==> config.mk <==
export PLATFORM = sky130hd
export DESIGN_NAME = accel_bus_bridge
export DESIGN_NICKNAME = d
export VERILOG_FILES = /design/src/rtl/accel_bus_pkg.sv /design/src/rtl/bus_fifo.sv /design/src/rtl/accel_bus_bridge.sv
export SDC_FILE = /design/constraint.sdc
export NUM_CORES = 1
export LEC_CHECK = 0
export CORE_ASPECT_RATIO = 0.6
export CORE_MARGIN = 3
export CORE_UTILIZATION = 28
export DETAILED_ROUTE_END_ITERATION = 8
export PLACE_DENSITY = 0.46
export SYNTH_ARGS = -nofsm -noshare
export SYNTH_HDL_FRONTEND = slang
export SYNTH_SLANG_ARGS = --single-unit
==> constraint.sdc <==
create_clock -name clk -period 3.8 [get_ports clk]
set_clock_uncertainty 0.15 [all_clocks]
set_input_delay 0.76 -clock clk [delete_from_list [all_inputs] [get_ports clk]]
set_output_delay 0.76 -clock clk [all_outputs]
set_load 0.03 [all_outputs]
==> src/rtl/accel_bus_pkg.sv <==
// rtl/accel_bus_pkg.sv - shared types and defaults for the accelerator bus bridge
package accel_bus_pkg;

  localparam int DATA_W_DEFAULT = 16;

  typedef enum logic {
    IDLE,
    RD_WAIT
  } rd_state_e;

endpackage

==> src/rtl/bus_fifo.sv <==
// rtl/bus_fifo.sv - show-ahead FIFO with count-derived full/empty
module bus_fifo
  import accel_bus_pkg::*;
#(
  parameter int WIDTH = DATA_W_DEFAULT,
  parameter int DEPTH = 8
) (
  input  logic                     clk,
  input  logic                     rst,
  input  logic                     push,
  input  logic [WIDTH-1:0]         wdata,
  input  logic                     pop,
  output logic                     full,
  output logic                     empty,
  output logic [$clog2(DEPTH):0]   count,
  output logic [WIDTH-1:0]         head
);

  localparam int AW = $clog2(DEPTH);
  localparam int CW = AW + 1;

  logic [WIDTH-1:0] mem [DEPTH];
  logic [AW-1:0]    wr_ptr;
  logic [AW-1:0]    rd_ptr;
  logic             do_push;
  logic             do_pop;

  assign full    = (count == CW'(DEPTH));
  assign empty   = (count == '0);
  assign do_pop  = pop && !empty;
  // A pop in the same cycle frees the slot, so a push into a full FIFO still lands.
  assign do_push = push && (!full || do_pop);
  assign head    = mem[rd_ptr];

  always_ff @(posedge clk) begin
    if (do_push && !rst) begin
      mem[wr_ptr] <= wdata;
    end
  end

  always_ff @(posedge clk) begin
    if (rst) begin
      wr_ptr <= '0;
      rd_ptr <= '0;
      count  <= '0;
    end else begin
      if (do_push) wr_ptr <= wr_ptr + 1'b1;
      if (do_pop)  rd_ptr <= rd_ptr + 1'b1;
      if (do_push && !do_pop) begin
        count <= count + 1'b1;
      end else if (do_pop && !do_push) begin
        count <= count - 1'b1;
      end
    end
  end

  a_no_overflow:  assert property (@(posedge clk) disable iff (rst) !(push && full && !pop));
  a_no_underflow: assert property (@(posedge clk) disable iff (rst) !(pop && empty));

endmodule

==> src/rtl/accel_bus_bridge.sv <==
// rtl/accel_bus_bridge.sv - CPU bus to NN accelerator bridge with TX/RX FIFOs and read FSM
module accel_bus_bridge
  import accel_bus_pkg::*;
#(
  parameter int DATA_W   = DATA_W_DEFAULT,
  parameter int TX_DEPTH = 8,
  parameter int RX_DEPTH = 8
) (
  input  logic                       clk,
  input  logic                       rst,
  input  logic                       cpu_wr_en,
  input  logic [DATA_W-1:0]          cpu_wr_data,
  input  logic                       cpu_rd_en,
  output logic [DATA_W-1:0]          cpu_rd_data,
  output logic                       cpu_rd_valid,
  output logic                       cpu_stall,
  output logic                       acc_tx_valid,
  input  logic                       acc_tx_ready,
  output logic [DATA_W-1:0]          acc_tx_data,
  input  logic                       acc_rx_valid,
  output logic                       acc_rx_ready,
  input  logic [DATA_W-1:0]          acc_rx_data,
  output logic [$clog2(TX_DEPTH):0]  tx_count,
  output logic [$clog2(RX_DEPTH):0]  rx_count
);

  rd_state_e         rd_state;
  logic              tx_full, tx_empty, tx_push, tx_pop;
  logic              rx_full, rx_empty, rx_push, rx_pop;
  logic [DATA_W-1:0] rx_head;
  logic              wr_done, rd_done;
  logic              wr_stall, rd_stall, rd_req;

  assign acc_tx_valid = !tx_empty;
  assign tx_pop       = acc_tx_valid && acc_tx_ready;
  assign tx_push      = cpu_wr_en && !wr_done && (!tx_full || acc_tx_ready);
  assign wr_stall     = cpu_wr_en && !wr_done && tx_full && !acc_tx_ready;

  assign acc_rx_ready = !rx_full;
  assign rx_push      = acc_rx_valid && acc_rx_ready;

  // RD_WAIT keeps the read pending even though the CPU request is only held, not re-issued.
  assign rd_req       = (rd_state == RD_WAIT) || (cpu_rd_en && !rd_done);
  assign rx_pop       = rd_req && !rx_empty;
  assign rd_stall     = rd_req && rx_empty;

  assign cpu_stall    = wr_stall || rd_stall;

  bus_fifo #(.WIDTH(DATA_W), .DEPTH(TX_DEPTH)) u_tx_fifo (
    .clk   (clk),
    .rst   (rst),
    .push  (tx_push),
    .wdata (cpu_wr_data),
    .pop   (tx_pop),
    .full  (tx_full),
    .empty (tx_empty),
    .count (tx_count),
    .head  (acc_tx_data)
  );

  bus_fifo #(.WIDTH(DATA_W), .DEPTH(RX_DEPTH)) u_rx_fifo (
    .clk   (clk),
    .rst   (rst),
    .push  (rx_push),
    .wdata (acc_rx_data),
    .pop   (rx_pop),
    .full  (rx_full),
    .empty (rx_empty),
    .count (rx_count),
    .head  (rx_head)
  );

  always_ff @(posedge clk) begin
    if (rst) begin
      rd_state     <= IDLE;
      cpu_rd_data  <= '0;
      cpu_rd_valid <= 1'b0;
      wr_done      <= 1'b0;
      rd_done      <= 1'b0;
    end else begin
      cpu_rd_valid <= rx_pop;
      if (rx_pop) cpu_rd_data <= rx_head;
      case (rd_state)
        IDLE:    if (rd_stall) rd_state <= RD_WAIT;
        RD_WAIT: if (rx_pop)   rd_state <= IDLE;
        default: rd_state <= IDLE;
      endcase
      // A half serviced while the other stalls must not be replayed; cleared once the CPU moves on.
      wr_done <= cpu_stall && (wr_done || tx_push);
      rd_done <= cpu_stall && (rd_done || rx_pop);
    end
  end

endmodule

=== Yosys cells after proc, flatten, opt, wreduce, memory -nomap -nowiden ===
Memories as Yosys holds them, arrays and structs flattened. A register that Yosys moved wholly into a read port is not among the register bits.
Index checks and enable logic that the tools add are counted.

* $add $sub $neg: 8
* Equal/unequal tests: 2
* Multiplexer cells: 13
* Bitwise operators: 1
* Reduce and logical (&&, ||, !) cells: 44

{| class="wikitable"
|+ Operators with widths
! kind !! count
|-
| $logic_and A1 B1 Y1 || 21
|-
| $mux W4 || 4
|-
| $add A3 B1 Y3 const B || 4
|-
| $logic_not A1 Y1 || 12
|-
| $add A4 B1 Y4 const B || 2
|-
| $eq A4 B4 Y1 const B || 2
|-
| $logic_not A4 Y1 || 2
|-
| $sub A4 B1 Y4 const B || 2
|-
| $logic_or A1 B1 Y1 || 7
|-
| $mux W1 || 6
|-
| $mux W3 || 2
|-
| $reduce_bool A2 Y1 || 2
|-
| $pmux W1 S2 || 1
|-
| $not A1 Y1 || 1
|}

* Bits in registers: 24
* Bits in writable memories: 256
* Input port bits: 38
* Output and inout port bits: 44
* Memories: 2

{| class="wikitable"
|+ Memory list
! name !! depth !! width !! read ports !! clocked after Yosys merged registers in !! wr ports !! RTL line !! text
|-
| u_rx_fifo.mem || 8 || 16 || 1 || 1 || 1 || bus_fifo.sv:22 || <nowiki>logic [WIDTH-1:0] mem [DEPTH];</nowiki>
|-
| u_tx_fifo.mem || 8 || 16 || 1 || 1 || 1 || bus_fifo.sv:22 ||
|}

=== Longest topological paths before layout ===
* Word-level depth: 11
* Mapped depth: 11

=== Cells and area by module ===
Synthesis repeated with hierarchy kept, for this count alone.

* Cells, all modules: 609
* Area, all modules: 12064.1 µm²

{| class="wikitable"
|+ Modules (own cells, without submodules)
! module !! times used !! cells each !! area an instance (µm²)
|-
| bus_fifo (u_rx_fifo) || 1 || 259 || 5591.6
|-
| bus_fifo (u_tx_fifo) || 1 || 259 || 5560.3
|-
| accel_bus_bridge || 1 || 91 || 912.1
|}

=== Worst setup path after synthesis ===
OpenSTA, ideal clock, no wires.

* Kind: register to register
* Start: register u_rx_fifo.count[0]
* End: memory u_rx_fifo.mem[0][0] (netlist name), enable pin
* Arrival time: 3.196 ns
* Data required time: 3.214 ns
* Path slack: 0.017 ns
* Stages on the path, launching flop included: 5
* Path buffers: 1
* Clock period less this slack: 3.783 ns
* Cells stage by stage: dfxtp_1 -> or4b_1 -> clkbuf_1 -> nand2_1 -> nor4b_1

{| class="wikitable"
|+ RTL lines
! what !! RTL line !! text
|-
| start, declared || bus_fifo.sv:15 || <nowiki>output logic [$clog2(DEPTH):0] count,</nowiki>
|-
| start signal, assigned || bus_fifo.sv:50 || <nowiki>count <= count + 1'b1;</nowiki>
|-
| start signal, assigned || bus_fifo.sv:52 || <nowiki>count <= count - 1'b1;</nowiki>
|-
| $eq A4 B4 Y1 * || bus_fifo.sv:28 || <nowiki>assign full = (count == CW'(DEPTH));</nowiki>
|-
| $logic_not A1 Y1 * || accel_bus_bridge.sv:39 || <nowiki>assign acc_rx_ready = !rx_full;</nowiki>
|-
| via acc_rx_ready || accel_bus_bridge.sv:21 || <nowiki>output logic acc_rx_ready,</nowiki>
|-
| $logic_and A1 B1 Y1 or $logic_or A1 B1 Y1 (tied branches) || accel_bus_bridge.sv:40, bus_fifo.sv:32 ||
|-
| $logic_and A1 B1 Y1 * || bus_fifo.sv:32 || <nowiki>assign do_push = push && (!full || do_pop);</nowiki>
|-
| $logic_and A1 B1 Y1 * || bus_fifo.sv:36 || <nowiki>if (do_push && !rst) begin</nowiki>
|-
| $mux W1 * || bus_fifo.sv:36 ||
|-
| $mux W1 (not written as such) * || bus_fifo.sv:37 || <nowiki>mem[wr_ptr] <= wdata;</nowiki>
|-
| end, declared || bus_fifo.sv:22 ||
|}

Mark *: on every way through the listed nets, which the timed path passes. The rest lies on a longest branch.

==> impl_results.md <==
* WP depth at 4
* Worst slew pin tran at around 1.1 ns
* Crit path max-delay cell type: clkdlybuf4s50_1
* DR WL/cell at 20.2 µm
* Root buffer cell: clkbuf_16
* Commonest non-fill, non-tap cells in the layout: edfxtp_1 (256), clkdlybuf4s50_1 (81), dfxtp_1 (40)
* CTS clock-pin slew for the worst setup and hold paths at around 0.06 ns
* ANT cells at 0
* Fmax at approximately 280 MHz
* Sw power at between 2 and 3 mW
* Worst-case reg-to-reg path depth at 10
* Chip Width at approximately 270 µm
* Vert. Die Dim at roughly 160 µm
* Setup repair after global routing missed its margin: no
* Sequential cell fraction of total power at 0.419
* Peak VDD IR at ~0.0003 V
* Postcts setup bufs at 0
* Critical path's largest stage delay at about 0.60 ns
* Combinational power share at 0.256
* Crit path DAT at around 2.6 ns
* GRT overflow at 0
* CTS Hold Buffers Added at 0
* Hold Fails Final Rpt at 0
* Setup tns final at 0 ns
* Setup crit end kind: output pin
* Relative slew margins at 0.254
* Leak at around 4.6 nW
* Distinct cell type count after synthesis at 40
* Final Cycle Share at 0.930
* Power Total at between 9 and 10 mW
* Share of cells above drive strength 1 at 0.228
* Crit path cell chain: buf_12 -> mux4_2 -> mux2_2 -> clkdlybuf4s50_1
* Tmin final at 3.53 ns
* Crit Path Category: flop to output pin
* Vias/cell at about 4.6
* First-pass GRT wire length at 37.7 mm
* First drt pass iteration count at 4
* R2r startpoint: u_rx_fifo.count[0]
* RePlAce Congestion at ~0.7
* Fin. max-slew vios at 0
* R2r endpoint: u_rx_fifo.count[3]
* Nets at between 700 and 800
* H-Tree Level Count at 1
* Number of global-route vias before repair at around 6000
* Clock buffer depth at 3
* Vias at ~5600
* Synth async-reset ratio at 0
* Reg2reg setup slack at 0.70 ns
* GRT Total Usage at 0.115
* Buf+Inv Stages, Crit Path at 2
* Worst Slack Setup Final at 0.266 ns
* Setup violators final at 0
* Die area at around 44000 µm²
* Int Power at 6.82 mW
* Mean post-synth cell area at 20.4 µm²
* CTS buffer count at 30
* Post-CTS sizing at 0
* Sequential cell area fraction in the yosys report at 0.737
* PortBufs at about 80
* Outcome: completed
* Pwr Density at around 670 nW/µm²
* CTS tree: built
* Core ar. at between 40000 and 50000 µm²
* Area of the multi-input gates at just under 3000 µm²
* Cell Area, Synth at ~12000 µm²
* EDFF count, synth at 256
* Synth Flop Type: edfxtp_1
* Initial Utilization at 0.285
* CP startpoint kind: flop
* Clock share of power at 0.325
* Clk Latency, worst-skew pair at approximately 0.56 ns
* Top Ports at 82
* Largest net degree at the start of global routing at 35
* Initial antenna violation count at 1
* FF+latch area at around 8600 µm²
* Critical Path RT at roughly 2.9 ns
* Worst Hold Class: flop to flop
* Post-DP HPWL at around 15 mm
* Remaining DRCs at 0
* Worst path top cell family by delay: buffers and inverters
* Commonest non-fill, non-tap cell in the layout: edfxtp_1
* Setup WS pre-CTS at around 0.33 ns
* Switch share at 0.282
* Ys Warns at 0
* Worst-path maximum fanout at 32
* Clk sink count at 299
* Antenna viol nets, final at 0
* Final wirelength at 24.9 mm
* Crit path to: acc_tx_data[8]
* Syn-to-layout area delta at 22.2%
* 1st-iter DRT viols at 364
* Mapped Cells at 568
* Yosys reg bits at ~300
* Core Rows at 57
* Net count after synthesis at a little over 600
* Fillers at 3748
* Total of max-cap violations at 0
## how the worst min path moves through the flow
stage	start	slack (ns)	cells past startpoint	end
2_1_floorplan	rd_done	0.29	1	rd_done
3_3_place_gp	rd_done	0.31	1	rd_done
3_5_place_dp	rd_done	0.31	1	rd_done
4_1_cts	rd_done	0.33	1	rd_done
5_1_grt	rd_done	0.35	1	rd_done
6_report	rd_done	0.33	1	rd_done
## registers in the layout, summed over array words and instances, names as in the netlist, named ones only
signal	cells
u_rx_fifo.mem	128
u_tx_fifo.mem	128
u_rx_fifo.wr_ptr	3
rd_done	1
cpu_rd_valid	1
wr_done	1
u_rx_fifo.count	4
u_tx_fifo.rd_ptr	3
u_tx_fifo.wr_ptr	3
u_tx_fifo.count	4
cpu_rd_data	16
u_rx_fifo.rd_ptr	3
## Yosys cell counts (4+ instances only)
library cell | number | area, µm²
edfxtp_1 | 256 | 7690
dfxtp_1 | 43 | 861
mux4_2 | 39 | 878
nor2_1 | 35 | 131
mux2_2 | 32 | 360
mux4_1 | 25 | 657
a22o_1 | 16 | 140
clkbuf_1 | 12 | 45.0
ha_1 | 10 | 125
nand2_1 | 10 | 37.5
nand3_1 | 9 | 45.0
xor2_1 | 8 | 70.1
a21oi_1 | 7 | 35.0
nor3_1 | 7 | 35.0
buf_1 | 6 | 22.5
buf_6 | 4 | 45.0
inv_1 | 4 | 15.0
mux2i_1 | 4 | 40.0
nor2b_1 | 4 | 25.0
## layout make-up
class | instances | share of cell area
Timing Repair Buffer | 106 | 0.0713
Inverter | 6 | 0.00159
Tap cell | 531 | 0.0469
Clock buffer | 34 | 0.0555
Clock inverter | 22 | 0.0181
Sequential cell | 299 | 0.603
Multi-Input combinational cell | 235 | 0.203
## power groups by stage
stage          sequential (mW)  clock, mW  combinational [mW]
6_report                  3.98       3.09                2.44
5_1_grt                   4.01       3.32                2.64
4_1_cts                   3.99       3.19                2.48
3_5_place_dp              4.06          0                2.47
3_3_place_gp              4.04          0                2.44
2_1_floorplan             4.13          0                1.64
## cells by family after synthesis
| kind of cell | share of synthesized area |
|---|---|
| AOI/OAI and AO/OA | 0.0214 |
| xor gates and xnor gates | 0.00830 |
| adders and majority gates | 0.0142 |
| DFF | 0.737 |
| muxes | 0.170 |
| buffers and inverters | 0.0181 |
| and+or+nand+nor | 0.0316 |
## per-layer routing
layer	up-vias	track usage	share of wire
li1	2552	-	-
met3	36	0.0250	0.042
met4	2	0.0246	0.017
met5	-	0	0.00052
met1	2924	0.163	0.47
met2	101	0.182	0.47
## per-stage QoR
| step | utilization | area (µm²) | cells | hold WS, ns |
|---|---|---|---|---|
| after floorplan | - | 11600 | 568 | 0.292 |
| after global placement | 0.323 | 13100 | 1177 | 0.312 |
| after detailed placement | 0.323 | 13100 | 1177 | 0.311 |
| after CTS | 0.349 | 14200 | 1233 | 0.330 |
| after global routing | 0.349 | 14200 | 1233 | 0.347 |
| final | 0.349 | 14200 | 1233 | 0.330 |
No activity file was read; power rests on OpenSTA's default activity.
